[src/rtl/sd_multi_slot_loader_if.sv]
// SD controller and ioctl download bus seen by sd_multi_slot_loader.
// master: loader side (drives SD requests and the ioctl stream).
// slave:  SD controller / core side.
interface sd_multi_slot_loader_if #(
    parameter int NUM_SLOTS    = 5,
    parameter int ADDR_W       = 23,
    parameter int SECTOR_BYTES = 512
);
    logic [31:0]                     sd_lba;
    logic [NUM_SLOTS-1:0]            sd_rd;
    logic                            sd_busy;
    logic [$clog2(SECTOR_BYTES)-1:0] sd_byte_index;
    logic [7:0]                      sd_rd_data;
    logic                            sd_rd_byte_strobe;
    logic                            sd_done;
    logic                            ioctl_download;
    logic [ADDR_W-1:0]               ioctl_addr;
    logic [7:0]                      ioctl_data;
    logic                            ioctl_wr;
    logic                            ioctl_wait;

    modport master (
        output sd_lba, sd_rd,
        input  sd_busy, sd_byte_index, sd_rd_data, sd_rd_byte_strobe, sd_done,
        output ioctl_download, ioctl_addr, ioctl_data, ioctl_wr,
        input  ioctl_wait
    );

    modport slave (
        input  sd_lba, sd_rd,
        output sd_busy, sd_byte_index, sd_rd_data, sd_rd_byte_strobe, sd_done,
        input  ioctl_download, ioctl_addr, ioctl_data, ioctl_wr,
        output ioctl_wait
    );
endinterface

[src/rtl/sd_multi_slot_loader.sv]
// Multi-slot SD image loader: buffers one sector at a time and streams
// exactly img_size bytes of the selected slot onto the ioctl download bus.
// Optional feature macro: SD_LOADER_CHECKSUM_EN adds a 16-bit byte sum output.
module sd_multi_slot_loader #(
    parameter int NUM_SLOTS    = 5,
    parameter int ADDR_W       = 23,
    parameter int SECTOR_BYTES = 512,
    parameter int START_WAIT   = 1508863,
    parameter int PACE         = 32
) (
    input  logic                         clk,
    input  logic                         system_reset,
    sd_multi_slot_loader_if.master       bus,
    input  logic [NUM_SLOTS-1:0]         sd_img_mounted,
    input  logic [31:0]                  sd_img_size,
    input  logic [NUM_SLOTS-1:0]         load_req,
    output logic [NUM_SLOTS-1:0]         img_present,
    output logic [NUM_SLOTS-1:0]         load_active,
    output logic [$clog2(NUM_SLOTS)-1:0] img_select,
    output logic                         loader_busy,
    output logic                         load_error
`ifdef SD_LOADER_CHECKSUM_EN
    ,
    output logic [15:0]                  checksum
`endif
);
    localparam int SEL_W  = $clog2(NUM_SLOTS);
    localparam int IDX_W  = $clog2(SECTOR_BYTES);
    localparam int CNT_W  = ADDR_W + 1;
    localparam int TMR_W  = $clog2(START_WAIT + 2);
    localparam int PACE_W = $clog2(PACE + 1);
    localparam logic [32:0] MAX_SIZE = 33'(1) << ADDR_W;

    typedef enum logic [2:0] {IDLE, ARM, WAIT_CORE, WAIT_SD, XFER, DONE} state_t;

    state_t               state, state_next;
    logic [31:0]          size_q [NUM_SLOTS];
    logic [NUM_SLOTS-1:0] pending;
    logic [CNT_W-1:0]     active_size;
    logic [CNT_W-1:0]     addr_next;
    logic [TMR_W-1:0]     timer;
    logic [PACE_W-1:0]    pace_cnt;
    logic                 primed;
    logic [7:0]           mem [SECTOR_BYTES];
    logic [7:0]           buf_rd;

    logic                 sel_found;
    logic [SEL_W-1:0]     sel_idx;
    logic [31:0]          sel_size;
    logic                 aborted;
    logic                 pulse;
    logic                 last_byte;
    logic                 sector_end;

    // State register
    always_ff @(posedge clk or posedge system_reset) begin
        if (system_reset) state <= IDLE;
        else              state <= state_next;
    end

    // Slot arbitration, write-pulse qualification and next-state decode
    always_comb begin
        state_next = state;
        sel_found  = 1'b0;
        sel_idx    = '0;
        for (int unsigned i = 0; i < NUM_SLOTS; i++) begin
            if (pending[i] && !sel_found) begin
                sel_found = 1'b1;
                sel_idx   = SEL_W'(i);
            end
        end
        sel_size   = size_q[sel_idx];
        aborted    = !img_present[img_select];
        // primed guarantees buf_rd was fetched for the current addr_next
        pulse      = (state == XFER) && primed && !bus.ioctl_wait &&
                     (pace_cnt >= PACE_W'(PACE)) && !aborted;
        last_byte  = (addr_next + CNT_W'(1)) == active_size;
        sector_end = &addr_next[IDX_W-1:0];
        case (state)
            IDLE:      if (sel_found && (sel_size != '0) && ({1'b0, sel_size} <= MAX_SIZE))
                           state_next = ARM;
            ARM:       state_next = WAIT_CORE;
            WAIT_CORE: if (aborted) state_next = DONE;
                       else if ((timer == '0) && !bus.ioctl_wait) state_next = WAIT_SD;
            WAIT_SD:   if (aborted) state_next = DONE;
                       else if (bus.sd_done) state_next = XFER;
            XFER:      if (aborted) state_next = DONE;
                       else if (pulse && last_byte) state_next = DONE;
                       else if (pulse && sector_end) state_next = WAIT_CORE;
            DONE:      state_next = IDLE;
            default:   state_next = IDLE;
        endcase
    end

    // Slot bookkeeping, transfer datapath and registered outputs
    always_ff @(posedge clk or posedge system_reset) begin
        if (system_reset) begin
            for (int unsigned i = 0; i < NUM_SLOTS; i++) size_q[i] <= '0;
            pending            <= '0;
            img_present        <= '0;
            load_active        <= '0;
            img_select         <= '0;
            loader_busy        <= 1'b0;
            load_error         <= 1'b0;
            active_size        <= '0;
            addr_next          <= '0;
            timer              <= '0;
            pace_cnt           <= '0;
            primed             <= 1'b0;
            bus.sd_lba         <= '0;
            bus.sd_rd          <= '0;
            bus.ioctl_download <= 1'b0;
            bus.ioctl_addr     <= '0;
            bus.ioctl_data     <= '0;
            bus.ioctl_wr       <= 1'b0;
`ifdef SD_LOADER_CHECKSUM_EN
            checksum           <= '0;
`endif
        end else begin
            bus.ioctl_wr <= 1'b0;
            primed       <= (state == XFER) && !pulse;
            if (bus.sd_busy) bus.sd_rd <= '0;
            if (pace_cnt < PACE_W'(PACE)) pace_cnt <= pace_cnt + 1'b1;

            // Mount/request set pending after the IDLE claim so a same-cycle event re-arms the slot
            for (int unsigned i = 0; i < NUM_SLOTS; i++) begin
                if ((state == IDLE) && sel_found && (sel_idx == SEL_W'(i))) pending[i] <= 1'b0;
                if (load_req[i] && img_present[i]) pending[i] <= 1'b1;
                if (sd_img_mounted[i]) begin
                    size_q[i]      <= sd_img_size;
                    img_present[i] <= |sd_img_size;
                    pending[i]     <= |sd_img_size;
                end
            end

            case (state)
                IDLE: if (sel_found) begin
                    img_select  <= sel_idx;
                    active_size <= CNT_W'(sel_size);
                    if ({1'b0, sel_size} > MAX_SIZE) load_error <= 1'b1;
                end
                ARM: begin
                    loader_busy        <= 1'b1;
                    load_active        <= NUM_SLOTS'(1) << img_select;
                    bus.ioctl_download <= 1'b1;
                    bus.ioctl_addr     <= '0;
                    bus.sd_lba         <= '0;
                    addr_next          <= '0;
                    load_error         <= 1'b0;
                    timer              <= TMR_W'(START_WAIT);
                    pace_cnt           <= PACE_W'(PACE);
`ifdef SD_LOADER_CHECKSUM_EN
                    checksum           <= '0;
`endif
                end
                WAIT_CORE: begin
                    if (aborted) load_error <= 1'b1;
                    else if (timer != '0) timer <= timer - 1'b1;
                    if (state_next == WAIT_SD) bus.sd_rd <= load_active;
                end
                WAIT_SD: if (aborted) load_error <= 1'b1;
                XFER: begin
                    if (aborted) load_error <= 1'b1;
                    if (pulse) begin
                        bus.ioctl_wr   <= 1'b1;
                        bus.ioctl_addr <= addr_next[ADDR_W-1:0];
                        bus.ioctl_data <= buf_rd;
                        addr_next      <= addr_next + CNT_W'(1);
                        pace_cnt       <= PACE_W'(1);
`ifdef SD_LOADER_CHECKSUM_EN
                        checksum       <= checksum + 16'(buf_rd);
`endif
                        if (sector_end && !last_byte) begin
                            bus.sd_lba <= bus.sd_lba + 32'd1;
                            timer      <= TMR_W'(1);
                        end
                    end
                end
                DONE: begin
                    bus.ioctl_download <= 1'b0;
                    bus.ioctl_addr     <= '0;
                    bus.sd_rd          <= '0;
                    load_active        <= '0;
                    loader_busy        <= 1'b0;
                end
                default: ;
            endcase
        end
    end

    // Sector buffer: SD side writes, loader side prefetches the next byte
    always_ff @(posedge clk) begin
        if (bus.sd_rd_byte_strobe && bus.sd_busy) mem[bus.sd_byte_index] <= bus.sd_rd_data;
        buf_rd <= mem[addr_next[IDX_W-1:0]];
    end
endmodule

[src/flat_wrapper.sv]
// flat-port wrapper written by rule: the top's interface ports become plain ports
module sd_multi_slot_loader_flat 
#(
    parameter int NUM_SLOTS    = 5,
    parameter int ADDR_W       = 23,
    parameter int SECTOR_BYTES = 512,
    parameter int START_WAIT   = 1508863,
    parameter int PACE         = 32
)
  (clk, system_reset, sd_img_mounted, sd_img_size, load_req, img_present, load_active, img_select, loader_busy, load_error, bus_sd_lba, bus_sd_rd, bus_sd_busy, bus_sd_byte_index, bus_sd_rd_data, bus_sd_rd_byte_strobe, bus_sd_done, bus_ioctl_download, bus_ioctl_addr, bus_ioctl_data, bus_ioctl_wr, bus_ioctl_wait);
  sd_multi_slot_loader_if #(.NUM_SLOTS(NUM_SLOTS), .ADDR_W(ADDR_W), .SECTOR_BYTES(SECTOR_BYTES)) bus_i ();
  input  logic clk;
  input  logic system_reset;
  input  logic [NUM_SLOTS-1:0] sd_img_mounted;
  input  logic [31:0] sd_img_size;
  input  logic [NUM_SLOTS-1:0] load_req;
  output logic [NUM_SLOTS-1:0] img_present;
  output logic [NUM_SLOTS-1:0] load_active;
  output logic [$clog2(NUM_SLOTS)-1:0] img_select;
  output logic loader_busy;
  output logic load_error;
  output wire logic [$bits(bus_i.sd_lba)-1:0] bus_sd_lba;
  output wire logic [$bits(bus_i.sd_rd)-1:0] bus_sd_rd;
  input wire logic [$bits(bus_i.sd_busy)-1:0] bus_sd_busy;
  input wire logic [$bits(bus_i.sd_byte_index)-1:0] bus_sd_byte_index;
  input wire logic [$bits(bus_i.sd_rd_data)-1:0] bus_sd_rd_data;
  input wire logic [$bits(bus_i.sd_rd_byte_strobe)-1:0] bus_sd_rd_byte_strobe;
  input wire logic [$bits(bus_i.sd_done)-1:0] bus_sd_done;
  output wire logic [$bits(bus_i.ioctl_download)-1:0] bus_ioctl_download;
  output wire logic [$bits(bus_i.ioctl_addr)-1:0] bus_ioctl_addr;
  output wire logic [$bits(bus_i.ioctl_data)-1:0] bus_ioctl_data;
  output wire logic [$bits(bus_i.ioctl_wr)-1:0] bus_ioctl_wr;
  input wire logic [$bits(bus_i.ioctl_wait)-1:0] bus_ioctl_wait;
  assign bus_sd_lba = bus_i.sd_lba;
  assign bus_sd_rd = bus_i.sd_rd;
  assign bus_i.sd_busy = bus_sd_busy;
  assign bus_i.sd_byte_index = bus_sd_byte_index;
  assign bus_i.sd_rd_data = bus_sd_rd_data;
  assign bus_i.sd_rd_byte_strobe = bus_sd_rd_byte_strobe;
  assign bus_i.sd_done = bus_sd_done;
  assign bus_ioctl_download = bus_i.ioctl_download;
  assign bus_ioctl_addr = bus_i.ioctl_addr;
  assign bus_ioctl_data = bus_i.ioctl_data;
  assign bus_ioctl_wr = bus_i.ioctl_wr;
  assign bus_i.ioctl_wait = bus_ioctl_wait;
  sd_multi_slot_loader #(.NUM_SLOTS(NUM_SLOTS), .ADDR_W(ADDR_W), .SECTOR_BYTES(SECTOR_BYTES), .START_WAIT(START_WAIT), .PACE(PACE)) u_core (.clk(clk), .system_reset(system_reset), .bus(bus_i), .sd_img_mounted(sd_img_mounted), .sd_img_size(sd_img_size), .load_req(load_req), .img_present(img_present), .load_active(load_active), .img_select(img_select), .loader_busy(loader_busy), .load_error(load_error));
endmodule
[config.mk]
export PLATFORM = sky130hd
export DESIGN_NAME = sd_multi_slot_loader_flat
export DESIGN_NICKNAME = d
export VERILOG_FILES = /design/src/rtl/sd_multi_slot_loader_if.sv /design/src/rtl/sd_multi_slot_loader.sv /design/src/flat_wrapper.sv
export SDC_FILE = /design/constraint.sdc
export NUM_CORES = 2
export LEC_CHECK = 0
export BUFFER_PORTS_ARGS = -buffer_cell sky130_fd_sc_hd__clkbuf_2
export CORE_MARGIN = 4
export CORE_UTILIZATION = 60
export CTS_CLUSTER_DIAMETER = 120
export DETAILED_ROUTE_END_ITERATION = 8
export MAX_ROUTING_LAYER = met4
export PLACE_DENSITY = 0.76
export SLEW_MARGIN = 20
export SYNTH_ARGS = -nofsm -noshare
export SYNTH_HDL_FRONTEND = slang
export SYNTH_SLANG_ARGS = --single-unit
[constraint.sdc]
create_clock -name clk -period 12.45 [get_ports clk]
set_clock_uncertainty 0.05 [all_clocks]
set_input_delay 1.245 -clock clk [delete_from_list [all_inputs] [get_ports clk]]
set_output_delay 1.245 -clock clk [all_outputs]
set_load 0.03 [all_outputs]
; ---- Yosys cells after proc, flatten, opt, wreduce, memory -nomap -nowiden
; Memory sizes are Yosys's and may differ from the RTL's. A register that Yosys moved wholly into a read port is not among the register bits.
; Index checks and enable logic that the tools add are counted.
[classes]
addsub = 4
multipliers = 0
div = 0
magnitude_cmp = 6
eq_ne = 18
n_shift = 1
n_mux = 66
n_bitwise = 1
n_reduce_logical = 60
[op_table]
columns = operator, n
row1 = 2-to-1 mux 32 bit, 4
row2 = binary-select mux 32 bit (select 3 bit), 1
row3 = 2-to-1 mux 21 bit, 4
row4 = one-hot mux 32 bit (2 select lines), 1
row5 = one-hot mux 21 bit (3 select lines), 1
row6 = one-hot mux 24 bit (2 select lines), 1
row7 = one-hot mux 23 bit (2 select lines), 1
row8 = "adder 32 x 1 -> 32 bit, second input constant", 1
row9 = "> comparator 32 x 24 -> 1 bit, second input constant", 1
row10 = "less-or-equal comparator 32 x 24 -> 1 bit, second input constant", 1
row11 = nonzero test 32 bit, 1
row12 = OR reduction 32 bit, 1
row13 = 2-to-1 mux 1 bit, 29
row14 = logical AND 1 bit, 27
row15 = 2-to-1 mux 3 bit, 9
row16 = "adder 24 x 1 -> 24 bit, second input constant", 1
row17 = == test 24 bit, 1
row18 = 2-to-1 mux 24 bit, 1
row19 = 2-to-1 mux 23 bit, 1
row20 = logical NOT 21 bit, 1
row21 = nonzero test 21 bit, 1
row22 = nonzero test 3 bit, 7
row23 = "subtractor 21 x 1 -> 21 bit, second input constant", 1
row24 = one-hot mux 5 bit (2 select lines), 2
row25 = 30 further kinds, 57
[totals]
regBits = 328
latchBits = 0
ram_bits = 4096
rom_bits = 0
output_inout_bits = 85
mem_count = 1
[mem_list]
columns = memory, depth, word_bits, rd, rd_clocked_by_memory_dff, write_ports, line_no
row1 = u_core.mem, 512, 8, 1, 1, 1, sd_multi_slot_loader.sv:44  ; logic [7:0] mem [SECTOR_BYTES];

; ---- Longest topological paths before layout
[depth]
ltp_word = 25
mapped_depth = 17

; ---- Worst setup path after synthesis
; Ideal clock, no wire load.
[synth_timing]
kind = register -> register
from = reg u_core.addr_next[1]
to = reg u_core.bus.sd_lba[1]
setup_time_ps = 128
arrival_time_ps = 3497
required_ps = 12272
setup_slack_ps = 8775
path_stages_with_launch = 17
path_cell_list = dfrtp_1 -> ha_1 -> clkbuf_1 -> and3_1 -> nand2_1 -> nor2_1 -> ha_1 -> xnor2_1 -> nand3_1 -> a2111oi_0 -> nand4b_1 -> or4_1 -> o311ai_4 -> buf_6 -> and2_1 -> buf_4 -> o21ai_0
[synth_between]
elab_chain_cells = 6
elab_cells_between_ends = 7
classes_between = add/sub (1) / eq/ne (2) / reduce/logical (4)
[synth_rtl]
columns = element, line_no
row1 = start: declaration, sd_multi_slot_loader.sv:40  ; logic [CNT_W-1:0] addr_next;
row2 = start signal: assignment, sd_multi_slot_loader.sv:168  ; addr_next <= addr_next + CNT_W'(1);
row3 = adder 24 x 1 -> 24 bit, sd_multi_slot_loader.sv:77  ; last_byte = (addr_next + CNT_W'(1)) == active_size;
row4 = == test 24 bit, sd_multi_slot_loader.sv:77
row5 = logical NOT 1 bit, sd_multi_slot_loader.sv:173  ; if (sector_end && !last_byte) begin
row6 = logical AND 1 bit (*), sd_multi_slot_loader.sv:173
row7 = != test 2 bit (no line) (*), --
row8 = AND reduction 3 bit (no line) (*), --
row9 = end signal: assignment, sd_multi_slot_loader.sv:174  ; bus.sd_lba <= bus.sd_lba + 32'd1;
row10 = end: declaration, sd_multi_slot_loader_if.sv:23  ; output sd_lba, sd_rd,
; Every way passes the cells marked *; elsewhere a longest branch is shown, timed or not.
; A chain may end at the register's enable or synchronous reset.

==> metrics <==
mean area per synthesized cell=20.47 um^2; part of the cycle the worst path needs=0.5029; Total GRT Usage=0.2959; peak supply drop=175.5 uV; cts repair resizes=0; top post-synthesis cells by count=4096 x edfxtp_1, 1146 x mux4_2, 616 x nor2_1, 343 x clkbuf_1, 328 x dfrtp_1; Synth Cell Area=173600 um^2; Crit path depth=10; Crit Path Max Fanout=119; clk_lat worst skew=0.99 ns; RSZ-0062 raised after global routing=no; Post-CTS Repair Setup Buffers=0; synth top area cells=edfxtp_1 71%, mux4_2 15%, dfrtp_1 4.7%; total negative slack=0 ns; P per Cell Area=169.6 nW/um^2; antenna violations before repair=17; sequential-to-total area share from yosys stat=0.7567; vias in the first global route=88840; core area=288100 um^2; syn nets=8553; status=complete, no violations; CTS H-tree depth=5; Worst Path Buf+Inv=3; Die ar.=298000 um^2; maxcap violations=0; FF-to-FF Start=u_core.addr_next[1]$_DFFE_PP0P_; area leader, netlist=edfxtp_1; total routed wirelength=428000 um; Worst Tran Pin Value=1.246 ns; EDFF count, synth=4096; top-area cell type share of the netlist area=0.7085; most used cell, CP=buf_4; Post-CTS Hold Buffers=0; largest net degree at the start of global routing=210; CP max stage delay=0.90 ns; DR pass1 iterations=6; min Tclk post-route=6.261 ns; first-pass GRT wire length=629300 um; CP top delay family=buffers and inverters; CP Data Arrival Time=7.03 ns; clock sinks=4432; I/O Buffers=149; Remaining Overflow, GRT=0; Initial Util=0.6025; Cell variety after synth=81; slowest CP cell=dfrtp_4; GPL Wtd Cong=0.8780; element type at the critical path start=flip-flop; worst r2r dst=u_core.buf_rd[1]$_DFF_P_; vias=89410; DRT iter0 DRCs=14340; Clock Tree Buf Depth=4; synthesized netlist cell count=8482; ANT nets after route=0; kind of critical path=flip-flop to flip-flop; worst hold slack=0.4011 ns; max-slew violation count=0; Die H=545.9 um; LEAKAGE=59.02 nW; Syn-to-layout area delta=10.75%; number of nets in the layout=8734; CTS tree=yes; Post-synth top flop=edfxtp_1; cells along the critical path=buf_12 > buf_4 > buf_4 > mux4_2 > a22oi_1 > a21oi_1 > nor4_1 > o22ai_1 > nor3_1 > o21ai_0; wire per inst=33.41 um; Hold Crit Class=primary input to asynchronous set/reset pin; final hold vios=0; Post-synth ARST share=0.07401; die width=545.9 um; CTS root buffer=clkbuf_16; r2r setup slk=6.19 ns; Max-slew headroom=0.1693; Reg clk slew, reported paths=0.06 ns; fmax=159.7 MHz; CTS Buf Count=425; num rows=197; Ys Warns=0; CP Capture Type=flip-flop; CP required=13.22 ns; hpwl dp=245400 um; Ports=150; Worst Reg-to-Reg Cells=10; # DRC=0; Yosys reg bits=4432; fraction of layout cells with a size suffix above 1=0.2524; Vias/cell=6.980; # setup viols final=0; count leader, synth=edfxtp_1
## sequential cells by signal, indices dropped and copies added (netlist names), 6 cells and up
signal,count
u_core.mem,4096
u_core.size_q,160
u_core.bus.sd_lba,32
u_core.active_size,24
u_core.addr_next,24
u_core.bus.ioctl_addr,23
u_core.timer,21
u_core.buf_rd,8
u_core.bus.ioctl_data,8
u_core.pace_cnt,6
## final cells by class
cell class / count / area (um^2)
inverter: 37 / 146.4
clock inverter: 234 / 2332
sequential: 4432 / 131400
tap: 3781 / 4731
timing repair buffer: 289 / 2185
antenna: 13 / 32.53
multi-input combinational: 3478 / 40170
fill: 17450 / 95880
clock buffer: 545 / 11280
## per-stage QoR
step,setup WS [ns],power (mW),utilization,cells,cell area [um^2]
after floorplan,2.072,19.28,-,8482,173600
after global placement,6.370,20.20,0.6193,12010,178500
after detailed placement,6.364,20.28,0.6194,12010,178500
after CTS,6.321,32.72,0.6666,12790,192100
after global routing,5.845,33.64,0.6672,12800,192300
final,6.189,32.62,0.6673,12810,192300
## placed cells by master, fill, tap and decap left out, types with 30 or more instances in the layout
cell type  Yosys  final
or4_1         32     32
nor4_1        45     45
o21ai_0      129    129
inv_1         36     35
nand2_1      286    272
nor2_1       616    613
nand3_1       75     71
clkinv_2       0     74
edfxtp_1    4096   4096
mux4_2      1146   1146
dfrtp_1      328    321
a21oi_1      154    154
xnor2_1       30     30
clkbuf_16      0    430
clkbuf_2       0    141
bufinv_16      0     32
mux2i_1      103    103
nor3_1        44     39
mux2_2       169    169
a22oi_1      195    195
clkbuf_1     343    106
o22ai_1       32     32
buf_4          5    117
clkinv_1       0     87
## cell families (layout without fill, tap and decap cells)
kind of cell / Yosys count / in the layout / share of synthesized area
compound gates: 715 / 715 / 0.02792
xor+xnor: 46 / 46 / 0.002321
fa+ha+maj: 6 / 6 / 0.0004324
buf+inv: 572 / 1105 / 0.01322
flops: 4432 / 4432 / 0.7567
mux: 1418 / 1418 / 0.1656
other cells: 0 / 13 / 0
simple gates: 1293 / 1293 / 0.03380
## worst reg2reg max path, delay by kind of cell, from the launching register on
kind / cells / cell delay (ns)
compound gates: 4 / 1.02
buf+inv: 3 / 2.45
flops: 1 / 0.90
mux: 1 / 0.47
simple gates: 2 / 1.25
## where the power goes
group / switching [mW] / internal [mW]
clock: 5.55 / 7.09
combinational: 1.84 / 1.56
sequential: 0.165 / 16.4
## worst max path at each step
| stage | start | end | slack (ns) |
|---|---|---|---|
| after global placement | u_core.addr_next[1]$_DFFE_PP0P_ | u_core.buf_rd[1]$_DFF_P_ | 6.37 |
| after detailed placement | u_core.addr_next[1]$_DFFE_PP0P_ | u_core.buf_rd[0]$_DFF_P_ | 6.36 |
| after CTS | u_core.addr_next[1]$_DFFE_PP0P_ | u_core.buf_rd[0]$_DFF_P_ | 6.32 |
| after global routing | u_core.addr_next[0]$_DFFE_PP0P_ | u_core.buf_rd[0]$_DFF_P_ | 5.84 |
| final | u_core.addr_next[1]$_DFFE_PP0P_ | u_core.buf_rd[1]$_DFF_P_ | 6.19 |
| after floorplan | system_reset | u_core.active_size[0]$_DFFE_PP0P_ | 2.07 |
## metal layers
metal,routed length (um),part of all wire,vias to the layer above,global-route usage
met4,16310,0.038,0,0.1010
met5,0,0,-,-
li1,-,-,35440,-
met3,49450,0.12,888,0.06296
met1,156100,0.36,46840,0.4138
met2,206100,0.48,6246,0.4430
No activity file was read; power rests on OpenSTA's default activity.
